<file path="src/rtl/branch_unit_if.sv">
// Pipeline-side bundle for branch_unit: accumulator writeback, branch request, and branch/flush outputs.
// Statistics signals exist only when BRANCH_STATS_EN is defined.
interface branch_unit_if #(
    parameter int unsigned DATA_W = 16,
    parameter int unsigned PC_W   = 16
);
    logic [DATA_W-1:0] Acc;
    logic              AccWrite;
    logic              BranchCycle;
    logic [2:0]        BranchCond;
    logic [PC_W-1:0]   BranchTarget;
    logic              DoBranch;
    logic [PC_W-1:0]   TargetPC;
    logic              Flush;
    logic              Busy;
`ifdef BRANCH_STATS_EN
    logic              StatsClr;
    logic [15:0]       BranchCount;
    logic [15:0]       TakenCount;

    modport master (
        output Acc, AccWrite, BranchCycle, BranchCond, BranchTarget, StatsClr,
        input  DoBranch, TargetPC, Flush, Busy, BranchCount, TakenCount
    );
    modport slave (
        input  Acc, AccWrite, BranchCycle, BranchCond, BranchTarget, StatsClr,
        output DoBranch, TargetPC, Flush, Busy, BranchCount, TakenCount
    );
`else
    modport master (
        output Acc, AccWrite, BranchCycle, BranchCond, BranchTarget,
        input  DoBranch, TargetPC, Flush, Busy
    );
    modport slave (
        input  Acc, AccWrite, BranchCycle, BranchCond, BranchTarget,
        output DoBranch, TargetPC, Flush, Busy
    );
`endif
endinterface

</file>
<file path="src/rtl/branch_unit.sv">
// Registered branch resolution with N/Z flags and a post-branch flush window.
// Optional BRANCH_STATS_EN adds saturating evaluated/taken branch counters.
module branch_unit #(
    parameter int unsigned DATA_W       = 16,
    parameter int unsigned PC_W         = 16,
    parameter int unsigned FLUSH_CYCLES = 2
) (
    input  logic Clk,
    input  logic Rst_n,
    branch_unit_if.slave bus
);
    typedef enum logic {IDLE, FLUSH} state_e;

    state_e          state_q;
    logic            flag_n_q, flag_z_q;
    logic            do_branch_q, flush_q;
    logic [PC_W-1:0] target_q;
    logic [3:0]      cnt_q;

    logic eval_n, eval_z, cond_true, taken_d, bypass;

    always_comb begin
        // Same-cycle accumulator write is forwarded so the branch sees the new value.
        bypass    = bus.AccWrite && bus.BranchCycle;
        eval_n    = bypass ? bus.Acc[DATA_W-1] : flag_n_q;
        eval_z    = bypass ? (bus.Acc == '0) : flag_z_q;
        cond_true = 1'b0;
        case (bus.BranchCond)
            3'b000:  cond_true = eval_n;
            3'b001:  cond_true = eval_z;
            3'b010:  cond_true = !eval_z;
            3'b011:  cond_true = !eval_n && !eval_z;
            3'b100:  cond_true = 1'b1;
            3'b101:  cond_true = !eval_n;
            3'b110:  cond_true = eval_n || eval_z;
            default: cond_true = 1'b0;
        endcase
        taken_d = bus.BranchCycle && (state_q == IDLE) && cond_true;
    end

    always_ff @(posedge Clk or negedge Rst_n) begin
        if (!Rst_n) begin
            state_q     <= IDLE;
            flag_n_q    <= 1'b0;
            flag_z_q    <= 1'b1;
            do_branch_q <= 1'b0;
            flush_q     <= 1'b0;
            target_q    <= '0;
            cnt_q       <= '0;
        end else begin
            if (bus.AccWrite) begin
                flag_n_q <= bus.Acc[DATA_W-1];
                flag_z_q <= (bus.Acc == '0);
            end
            do_branch_q <= 1'b0;
            case (state_q)
                IDLE: begin
                    if (taken_d) begin
                        do_branch_q <= 1'b1;
                        target_q    <= bus.BranchTarget;
                        if (FLUSH_CYCLES != 0) begin
                            state_q <= FLUSH;
                            cnt_q   <= 4'(FLUSH_CYCLES);
                            flush_q <= 1'b1;
                        end
                    end
                end
                FLUSH: begin
                    if (cnt_q <= 4'd1) begin
                        state_q <= IDLE;
                        flush_q <= 1'b0;
                        cnt_q   <= '0;
                    end else begin
                        cnt_q <= cnt_q - 4'd1;
                    end
                end
                default: state_q <= IDLE;
            endcase
        end
    end

    assign bus.DoBranch = do_branch_q;
    assign bus.TargetPC = target_q;
    assign bus.Flush    = flush_q;
    assign bus.Busy     = (state_q == FLUSH);

`ifdef BRANCH_STATS_EN
    logic [15:0] branch_cnt_q, taken_cnt_q;
    logic        evaluated;

    assign evaluated = bus.BranchCycle && (state_q == IDLE);

    always_ff @(posedge Clk or negedge Rst_n) begin
        if (!Rst_n) begin
            branch_cnt_q <= '0;
            taken_cnt_q  <= '0;
        end else if (bus.StatsClr) begin
            branch_cnt_q <= '0;
            taken_cnt_q  <= '0;
        end else begin
            if (evaluated && (branch_cnt_q != '1)) branch_cnt_q <= branch_cnt_q + 16'd1;
            if (taken_d && (taken_cnt_q != '1))    taken_cnt_q  <= taken_cnt_q + 16'd1;
        end
    end

    assign bus.BranchCount = branch_cnt_q;
    assign bus.TakenCount  = taken_cnt_q;
`endif
endmodule

</file>
<file path="src/flat_wrapper.sv">
// flat-port wrapper written by rule: the top's interface ports become plain ports
module branch_unit_flat 
#(
    parameter int unsigned DATA_W       = 16,
    parameter int unsigned PC_W         = 16,
    parameter int unsigned FLUSH_CYCLES = 2
)
  (Clk, Rst_n, bus_Acc, bus_AccWrite, bus_BranchCycle, bus_BranchCond, bus_BranchTarget, bus_DoBranch, bus_TargetPC, bus_Flush, bus_Busy);
  branch_unit_if #(.DATA_W(DATA_W), .PC_W(PC_W)) bus_i ();
  input  logic Clk;
  input  logic Rst_n;
  input wire logic [$bits(bus_i.Acc)-1:0] bus_Acc;
  input wire logic [$bits(bus_i.AccWrite)-1:0] bus_AccWrite;
  input wire logic [$bits(bus_i.BranchCycle)-1:0] bus_BranchCycle;
  input wire logic [$bits(bus_i.BranchCond)-1:0] bus_BranchCond;
  input wire logic [$bits(bus_i.BranchTarget)-1:0] bus_BranchTarget;
  output wire logic [$bits(bus_i.DoBranch)-1:0] bus_DoBranch;
  output wire logic [$bits(bus_i.TargetPC)-1:0] bus_TargetPC;
  output wire logic [$bits(bus_i.Flush)-1:0] bus_Flush;
  output wire logic [$bits(bus_i.Busy)-1:0] bus_Busy;
  assign bus_i.Acc = bus_Acc;
  assign bus_i.AccWrite = bus_AccWrite;
  assign bus_i.BranchCycle = bus_BranchCycle;
  assign bus_i.BranchCond = bus_BranchCond;
  assign bus_i.BranchTarget = bus_BranchTarget;
  assign bus_DoBranch = bus_i.DoBranch;
  assign bus_TargetPC = bus_i.TargetPC;
  assign bus_Flush = bus_i.Flush;
  assign bus_Busy = bus_i.Busy;
  branch_unit #(.DATA_W(DATA_W), .PC_W(PC_W), .FLUSH_CYCLES(FLUSH_CYCLES)) u_core (.Clk(Clk), .Rst_n(Rst_n), .bus(bus_i));
endmodule
</file>
<file path="config.mk">
export PLATFORM = sky130hd
export DESIGN_NAME = branch_unit_flat
export DESIGN_NICKNAME = d
export VERILOG_FILES = /design/src/rtl/branch_unit_if.sv /design/src/rtl/branch_unit.sv /design/src/flat_wrapper.sv
export SDC_FILE = /design/constraint.sdc
export NUM_CORES = 1
export LEC_CHECK = 0
export ABC_CLOCK_PERIOD_IN_PS = 2640
export CAP_MARGIN = 20
export CORE_MARGIN = 3
export CORE_UTILIZATION = 40
export CTS_BUF_LIST = sky130_fd_sc_hd__clkbuf_16
export DETAILED_ROUTE_END_ITERATION = 8
export GPL_ROUTABILITY_DRIVEN = 0
export PLACE_DENSITY = 0.88
export SYNTH_ARGS = -nofsm -noshare
export SYNTH_HDL_FRONTEND = slang
export SYNTH_SLANG_ARGS = --single-unit
</file>
<file path="constraint.sdc">
create_clock -name Clk -period 2.64 [get_ports Clk]
set_input_delay 0.528 -clock Clk [delete_from_list [all_inputs] [get_ports Clk]]
set_output_delay 0.528 -clock Clk [all_outputs]
set_load 0.01 [all_outputs]
</file>
==> impl_metrics.py <==
metrics = {
    "placed_design": {
        "dp_cells": 190,
        "portBuffers": 57,
        "dp.final_hpwl_um": 2476,
    },
    "yosys": {
        "ys.flop_type": "dfrtp_1",
        "synth.yosys.seq_area_share_pct": 52.24,
        "synth_seq_cells": 25,
        "async_flop_share_pct": 100.0,
        "syn_inst": 99,
        "synth_cell_type_count": 31,
        "synth_compound_area_share_pct": 12.20,
        "synth_top_family_by_area": "multiplexers",
        "synthAdderAreaFrac_pct": 2.086,
        "synth-edff-count": 0,
        "synth-simple-area-share_pct": 11.78,
        "post_synth.cell_area_avg_sq_um": 12.12,
        "muxShareOfSynthArea_pct": 17.21,
        "synth_xor_area_share_pct": 0,
        "syn_nets": 140,
        "synth_warnings": 0,
        "syn_area_sq_um": 1200,
    },
    "global_routing": {
        "grt_first_pass_wirelength_um": 5023,
        "antenna_found_initial": 0,
        "grt_max_degree": 26,
        "grt_pass1_vias": 1124,
        "overflow": 0,
        "grt_use_total_pct": 18.93,
    },
    "detailed_routing": {
        "dr_total_vias": 1046,
        "drc": 0,
        "wl_per_cell_um": 16.90,
        "first_iter_violations": 6,
        "drt-vias-per-instance": 5.392,
        "drt_first_pass_iters": 4,
        "wirelength_um": 3279,
        "antenna_left": 0,
    },
    "layout": {
        "n_antenna_cell": 0,
        "final_common_cell": "clkdlybuf4s50_1",
        "synthToLayoutAreaGrowth_pct": 60.17,
        "num-nets-final": 205,
        "final_util_pct": 68.51,
        "final_cells": 194,
        "drive_above_1_share_pct": 20.25,
        "final_cell_mix": "clkdlybuf4s50_1 (57), dfrtp_1 (24), mux2_2 (17)",
    },
    "power": {
        "clockPowerShare_pct": 18.6,
        "seqPwrFrac_pct": 36.8,
        "leakage_nw": 0.7825,
        "switching_share_pct": 31.86,
        "powerDensity_nw_per_um2": 963.1,
        "vdd_drop_max_mv": 0.7593,
        "internal_power_mw": 1.261,
        "pwr-share-comb_pct": 44.6,
        "switchingPower_uw": 589.7,
    },
    "cts": {
        "clock_latency_ns": 0.26,
        "cts.repair.resized": 0,
        "cts_buffer_depth": 2,
        "hold_buffers": 0,
        "htreeDepth": 1,
        "cts_buffers": 3,
        "clock-sinks": 25,
        "cts_root_buffer": "clkbuf_16",
        "post_cts_buffers": 0,
        "clk_pin_slew_ns": 0.06,
        "cts_tree": "done",
    },
    "worst_hold_path": {
        "whs_path_depth": 1,
        "min_delay_worst_endpoint": "u_core.bus.Flush$_DFFE_PN0P_",
        "hold_start": "u_core.bus.Flush$_DFFE_PN0P_",
        "min_path_type": "reg -> reg",
    },
    "critical_path": {
        "cpPeakStageDelay_ns": 0.42,
        "path_buf_inv": 3,
        "reg2reg_from": "u_core.bus.Busy$_DFF_PN0_",
        "worstSetupPathType": "in -> reg",
        "cp_top_family": "simple AND/OR/NAND/NOR gates",
        "required_ns": 2.79,
        "worst_path_max_delay_cell": "clkdlybuf4s50_1",
        "cp-start-kind": "input pin",
        "worstReg2RegEnd": "u_core.bus.TargetPC[15]$_DFFE_PN0P_",
        "reg2reg_depth": 6,
        "rrSetupSlack_ns": 0.55,
        "worstPathCellList": "clkdlybuf4s50_1 -> nor4_1 -> nand2_1 -> or3_1 -> a21oi_2 -> o31ai_4 -> buf_12 -> buf_4 -> o31ai_1",
        "crit_arrival_ns": 2.59,
        "end_kind": "flip-flop",
        "cp_max_fo": 20,
    },
    "floorplan": {
        "ioPinCount": 58,
        "die_y_um": 60.77,
        "start_util_pct": 42.77,
        "rows": 19,
        "die_x_um": 60.77,
        "die_area_sq_um": 3693,
        "design.core.area_sq_um": 2805,
    },
    "timing": {
        "setup_violations": 0,
        "hold_violations": 0,
        "rsz0062_at_grt": "no",
        "fin_crit_ns": 2.433,
        "layout_worst_path_cycle_share_pct": 92.16,
        "max_freq_mhz": 411.0,
        "worstMarginPinSlew_ns": 0.3840,
        "finClkSkew_ns": 0.005646,
        "slew_headroom_pct": 73.74,
        "report.final.slew_viol_count": 0,
        "finalSetupTns_ns": 0,
    },
    "outcome": {
        "status": "complete, no violations",
    },
    "flow_run": {
        "maxCapViolCount": 0,
    },
}
## Yosys cell counts, types with 2 or more instances
cell type	count	area (sq um)
a31oi_1	2	12.51
nand2b_1	3	18.77
o21ai_0	2	10.01
dfrtp_1	24	600.6
nor2_1	4	15.01
nand2_1	5	18.77
o31ai_1	3	22.52
ha_1	2	25.02
nor3_1	3	15.01
mux2_2	17	191.4
nand3_1	4	20.02
nor4_1	4	25.02
buf_6	2	22.52
inv_1	7	26.28
## routing by layer
metal | GRT usage (%) | part of all wire, % | vias up
li1 | - | - | 489
met1 | 19.39 | 36 | 510
met2 | 35.57 | 55 | 38
met3 | 4.681 | 7.3 | 9
met4 | 8.978 | 2.2 | 0
met5 | 0 | 0 | -
## worst register-to-register path, cell delays in order (launching register included)
cell	delay (ns)
dfrtp_1	0.50
nand3b_1	0.29
a2111oi_0	0.34
a21oi_1	0.18
o31ai_4	0.10
buf_12	0.20
mux2_2	0.36
## area by class of cell
type / instances / area, sq um
Fill cell: 210 / 883.3
Timing Repair Buffer: 63 / 628.1
Sequential cell: 25 / 626.9
Multi-Input combinational cell: 64 / 519.2
Clock buffer: 3 / 75.07
Tap cell: 31 / 38.79
Inverter: 7 / 26.28
Clock inverter: 1 / 7.507
## how the worst max path moves through the flow
stage / slack, ns / cells after the start / startpoint / endpoint
6_report: 0.21 / 9 / bus_Acc[15] / u_core.cnt_q[3]$_DFFE_PN0P_
5_1_grt: 0.07 / 9 / bus_Acc[15] / u_core.cnt_q[3]$_DFFE_PN0P_
4_1_cts: 0.18 / 9 / bus_Acc[15] / u_core.cnt_q[3]$_DFFE_PN0P_
3_5_place_dp: -0.07 / 8 / bus_Acc[15] / u_core.bus.TargetPC[5]$_DFFE_PN0P_
3_3_place_gp: -0.004 / 8 / bus_Acc[15] / u_core.bus.TargetPC[2]$_DFFE_PN0P_
2_1_floorplan: 0.41 / 7 / bus_Acc[11] / u_core.bus.TargetPC[10]$_DFFE_PN0P_
## power by group through the flow
| stage | Sequential [mW] | Clock [mW] | Combinational, mW |
|---|---|---|---|
| floorplan | 0.715 | 0 | 0.335 |
| global placement | 0.669 | 0 | 0.787 |
| detailed placement | 0.683 | 0 | 0.818 |
| CTS | 0.681 | 0.348 | 0.840 |
| global route | 0.704 | 0.365 | 0.897 |
| finish | 0.681 | 0.344 | 0.826 |
## kinds of logic after synthesis
kind of cell    after synthesis
flops                        25
mux                          18
simple gates                 27
fa+ha+maj                     2
buf+inv                      10
compound gates               17
## sequential cells by signal (all words and copies together), names as in the netlist
signal               cells
u_core.bus.TargetPC     16
u_core.flag_n_q          1
u_core.bus.DoBranch      1
u_core.flag_z_q          1
u_core.bus.Flush         1
u_core.bus.Busy          1
u_core.cnt_q             4
## metrics by stage
stage	setup slack [ns]	area (sq um)	power, mW	hold WS [ns]
finish	0.2069	1922	1.851	0.5009
global route	0.07086	1922	1.965	0.5320
CTS	0.1795	1922	1.869	0.5046
detailed placement	-0.06585	1839	1.501	0.4863
global placement	-0.003599	1839	1.456	0.4695
floorplan	0.4085	1200	1.050	0.2324
Note: power is estimated with default switching activity, not from simulation.
